File: src/rtl/imem_load_ctrl.sv
`default_nettype none
// ============================================================================
// Module   : imem_load_ctrl
// Purpose  : Owns the single port of the instruction memory. Holds the fetch
//            stage stalled until a program image has been streamed in over a
//            valid/ready interface, then serves instruction fetches by turning
//            PC byte addresses into word addresses and flagging bad fetches.
// Revision : 1.0  initial release
// ============================================================================
module imem_load_ctrl #(
  parameter int WIDTH     = 32,
  parameter int DEPTH     = 32,
  parameter int ADDR_BITS = 5
) (
  input  logic                 clk,
  input  logic                 rst_n,
  // fetch side
  input  logic [WIDTH-1:0]     fetch_addr,
  output logic [WIDTH-1:0]     fetch_instr,
  output logic                 fetch_stall,
  output logic                 fetch_fault,
  // loader side
  input  logic                 ld_start,
  input  logic                 ld_valid,
  input  logic [WIDTH-1:0]     ld_data,
  input  logic                 ld_last,
  output logic                 ld_ready,
  output logic                 ld_done,
  output logic [ADDR_BITS:0]   ld_count,
  output logic                 ld_trunc,
  // memory side
  output logic [ADDR_BITS-1:0] mem_addr,
  output logic                 mem_we,
  output logic [WIDTH-1:0]     mem_wdata,
  input  logic [WIDTH-1:0]     mem_rdata
);

  typedef enum logic [1:0] {
    IDLE = 2'd0,
    LOAD = 2'd1,
    RUN  = 2'd2
  } state_t;

  // Counter value while the final (DEPTH-th) memory word is being accepted
  localparam logic [ADDR_BITS:0] c_last_idx = (ADDR_BITS+1)'(DEPTH - 1);

  state_t                state_r;
  state_t                state_w;
  logic [ADDR_BITS:0]    r_count;
  logic                  r_done;
  logic                  r_trunc;
  logic                  r_fault;

  logic                  w_accept;
  logic                  w_full;
  logic                  w_fetch_bad;

  // A word is accepted only while LOAD presents ld_ready
  assign w_accept    = (state_r == LOAD) && ld_valid;
  // The accepted word fills the last free location
  assign w_full      = (r_count == c_last_idx);
  // Fetches must be word aligned and fall inside the memory
  assign w_fetch_bad = (fetch_addr[1:0] != 2'b00) ||
                       (fetch_addr[WIDTH-1:ADDR_BITS+2] != '0);

  assign ld_count    = r_count;
  assign ld_done     = r_done;
  assign ld_trunc    = r_trunc;
  assign fetch_fault = r_fault;
  assign mem_wdata   = ld_data;

  // State register plus load counter and status flags
  always_ff @(posedge clk) begin
    if (!rst_n) begin
      state_r <= IDLE;
      r_count <= '0;
      r_done  <= 1'b0;
      r_trunc <= 1'b0;
      r_fault <= 1'b0;
    end else begin
      state_r <= state_w;
      r_done  <= 1'b0;
      case (state_r)
        IDLE: begin
          if (ld_start) begin
            r_count <= '0;
            r_trunc <= 1'b0;
            r_fault <= 1'b0;
          end
        end
        LOAD: begin
          if (w_accept) begin
            r_count <= r_count + 1'b1;
            if (ld_last || w_full) begin
              r_done <= 1'b1;
            end
            if (!ld_last && w_full) begin
              r_trunc <= 1'b1;
            end
          end
        end
        RUN: begin
          // A reload clears the sticky fault even if this fetch is bad
          if (ld_start) begin
            r_count <= '0;
            r_trunc <= 1'b0;
            r_fault <= 1'b0;
          end else if (w_fetch_bad) begin
            r_fault <= 1'b1;
          end
        end
        default: begin
          r_count <= '0;
        end
      endcase
    end
  end

  // Next-state decode and per-state drive of the memory and fetch ports
  always_comb begin
    state_w     = state_r;
    ld_ready    = 1'b0;
    fetch_stall = 1'b1;
    fetch_instr = '0;
    mem_we      = 1'b0;
    mem_addr    = '0;
    case (state_r)
      IDLE: begin
        if (ld_start) begin
          state_w = LOAD;
        end
      end
      LOAD: begin
        ld_ready = 1'b1;
        mem_we   = w_accept;
        mem_addr = r_count[ADDR_BITS-1:0];
        if (w_accept && (ld_last || w_full)) begin
          state_w = RUN;
        end
      end
      RUN: begin
        fetch_stall = 1'b0;
        mem_addr    = fetch_addr[ADDR_BITS+1:2];
        fetch_instr = w_fetch_bad ? '0 : mem_rdata;
        if (ld_start) begin
          state_w = LOAD;
        end
      end
      default: begin
        state_w = IDLE;
      end
    endcase
  end

endmodule
`default_nettype wire

File: config.mk
export PLATFORM = sky130hd
export DESIGN_NAME = imem_load_ctrl
export DESIGN_NICKNAME = d
export VERILOG_FILES = /design/src/rtl/imem_load_ctrl.sv
export SDC_FILE = /design/constraint.sdc
export NUM_CORES = 1
export LEC_CHECK = 0
export BUFFER_PORTS_ARGS = -buffer_cell sky130_fd_sc_hd__buf_2
export CORE_AREA = 2 2 71 73
export DETAILED_ROUTE_END_ITERATION = 7
export DIE_AREA = 0 0 73 75
export PLACE_DENSITY_LB_ADDON = 0.2
export SLEW_MARGIN = 30
export SYNTH_ARGS = -nofsm -noshare
export SYNTH_HDL_FRONTEND = slang
export SYNTH_SLANG_ARGS = --single-unit
File: constraint.sdc
create_clock -name clk -period 4.7 [get_ports clk]
set_input_delay 0.94 -clock clk [delete_from_list [all_inputs] [get_ports clk]]
set_output_delay 0.94 -clock clk [all_outputs]
set_load 0.1 [all_outputs]
==> metrics.txt <==
Final Instance Count excl. Fillers 298; Die Area 0.005475 mm²; Final Slew Violations 0; worst-path maximum fanout 26; TritonCTS clock tree built; Achievable Freq 271.8 MHz; total setup buffers inserted after CTS 0; crit path cell chain buf_2, nor4_1, nand4_1, nor3_2, buf_4, and2_1, buf_2; Residual DRC 0; GRT Total Usage 0.1487; ys async rst share 0; sequential share of the synthesized area 0.1744; Core Rows 25; Critical-path top delay cell buf_2; relative slew slack 0.6616; Post-Syn Nets 268; Buffers on Ports 117; Final Hold Fails 0; CP arrival 2740 ps; chip width 73 µm; Reg clk slew, reported paths 50 ps; initial core utilization 0.2709; Final nets 352; Yosys top cell area share 0.1903; Clk pwr share 0.203; Cell variety after synth 36; drt pass-1 iters 4; first-pass GRT wire length 6.189 mm; vias in the first global route 1267; Vias 1352; internal power 0.0002419 W; Least-Margin Pin Slew 502.3 ps; post-route ant nets 0; synth top area cells buf_4 19%, dfxtp_1 17%, and2_1 16%; Sw Ratio 0.4968; CTS H-tree depth 1; Synth area leader buf_4; pin count of the biggest net entering global routing 27; data required time at the worst endpoint 3760 ps; startpoint type of the worst setup path input pin; clock sinks 11; dpl cells 294; Hold-fix buffers, CTS 0; RSZ-0062 raised after global routing false; min cycle time layout 3680 ps; PwrDens 285.8 mW/mm²; fin crit share 0.7829; Switch Pwr 0.0002388 W; Pleak 0.9158 nW; Post-synth top flop dfxtp_1; status finished, final reports clean; TNS Setup 0 ps; Max-Cap Viols 0; io pins 182; TritonCTS buffer count 3; Clock Root Buffer clkbuf_8; number of flops mapped to enable cells by yosys 0; Logic pwr share 0.564; drt wl/cell 15.08 µm; detail-routed via count per cell 4.537; Max stage delay on crit path 430 ps; skew final 0.6297 ps; HP Class register to register; grt total ovfl 0; Most Frequent Cell on Critical Path buf_2; core area 0.004661 mm²; worst vdd ir 0.1545 mV; Post-Syn Instances 161; layout cells sized above 1 0.5246; Post-CTS Resized 0; YS warnings 0; GPL Wtd Cong 0.7803; post-synthesis register bit count 11; number of DRC markers in iteration 0 39; clk_lat worst skew 240 ps; # diodes 0; critical path type input pin to output port; Area growth syn-to-layout 33.20%; Synth Area per Inst 7.841 µm²; die height 75 µm; Worst Setup End Kind output port; Mapped Area 0.001262 mm²; sequential fraction of design power 0.233; initial antenna violation count 0; drt total wl 4.495 mm; Detail Placement HPWL 3.874 mm; setup violators final 0; Max Buffers Root-to-Sink 2
==> power by group through the flow <==
stage / clock network [W] / registers [W] / logic, W
final: 0.0000975 / 0.000112 / 0.000271
after global routing: 0.000105 / 0.000114 / 0.000293
after CTS: 0.000101 / 0.000112 / 0.000275
after detailed placement: 0 / 0.000114 / 0.000274
after global placement: 0 / 0.000114 / 0.000275
after floorplan: 0 / 0.000129 / 0.000327
==> worst max-delay path, delay by kind of cell <==
family	cells	cell delay, ps
buf+inv	3	800
simple gates	4	980
==> flip-flops by register name, indices dropped and copies added, names as in the netlist <==
| signal | flops |
|---|---|
| ld_count | 6 |
| state_r | 2 |
| fetch_fault | 1 |
| ld_done | 1 |
| ld_trunc | 1 |
==> cell type report <==
class | count | area (µm²)
fillers | 526 | 2979
multi-input cells | 106 | 737.0
repair buffers | 118 | 593.1
flip-flops and latches | 11 | 220.2
well taps | 54 | 67.56
clock buffers | 4 | 45.04
inverters | 5 | 18.77
==> path summary, 6_finish.rpt <==
kind	from	end	slack, ps	cells after the start
worst max-delay path	fetch_addr[7]	fetch_instr[29]	1020	7
worst min-delay path	fetch_fault	fetch_fault	450	2
worst max register to register	state_r[0]	state_r[0]	2760	6
worst min register to register	fetch_fault	fetch_fault	450	2
==> stage by stage <==
stage | area [µm²] | utilization | hold WS [ps] | setup WS (ps) | total power (W)
after floorplan | 1262 | - | 467.7 | 727.0 | 0.0004557
after global placement | 1637 | 0.3511 | 441.7 | 1030 | 0.0003893
after detailed placement | 1637 | 0.3511 | 448.5 | 1007 | 0.0003880
after CTS | 1682 | 0.3608 | 455.8 | 994.8 | 0.0004885
after global routing | 1682 | 0.3608 | 477.5 | 815.3 | 0.0005117
final | 1682 | 0.3608 | 447.9 | 1020 | 0.0004807
==> cells in the mapped netlist (2+ instances only) <==
| master | instances |
|---|---|
| a21oi_1 | 2 |
| a22oi_1 | 6 |
| and2_1 | 32 |
| buf_4 | 32 |
| buf_6 | 2 |
| clkbuf_2 | 3 |
| dfxtp_1 | 11 |
| ha_1 | 6 |
| inv_1 | 5 |
| mux2i_1 | 2 |
| nand2_1 | 10 |
| nand3_1 | 3 |
| nor2_1 | 7 |
| nor2b_1 | 7 |
| nor3_1 | 3 |
| nor4_1 | 6 |
| o21ai_0 | 2 |
| xnor2_1 | 4 |
==> cells in the final DEF, fill, tap and decap left out, drive strengths merged, types with 2 or more instances in the layout <==
master	synthesis	routed
ha	6	6
nor2b	7	7
xnor2	4	4
o21ai	3	3
a21oi	2	2
mux2i	2	2
dfxtp	11	11
nand2	10	10
nand3	3	3
nor3	4	4
and2	32	32
a22oi	6	6
buf	35	118
clkbuf	4	4
nor2	7	7
nor4	7	7
inv	5	5
==> logic make-up after synthesis <==
logic type	after synthesis	share of synthesized area
buffers and inverters	44	0.2418
xor gates and xnor gates	4	0.02775
AOI/OAI and AO/OA	17	0.1070
and+or+nand+nor	77	0.3736
muxes	2	0.01586
DFF	11	0.1744
adders and majority gates	6	0.05946
==> layer usage <==
metal	GRT usage	up-vias	share of wire
li1	-	669	-
met1	0.1995	557	0.44
met2	0.2062	121	0.40
met3	0.08434	5	0.15
met4	0.03292	0	0.0071
met5	0	-	0
(Power assumes the default switching activity.)
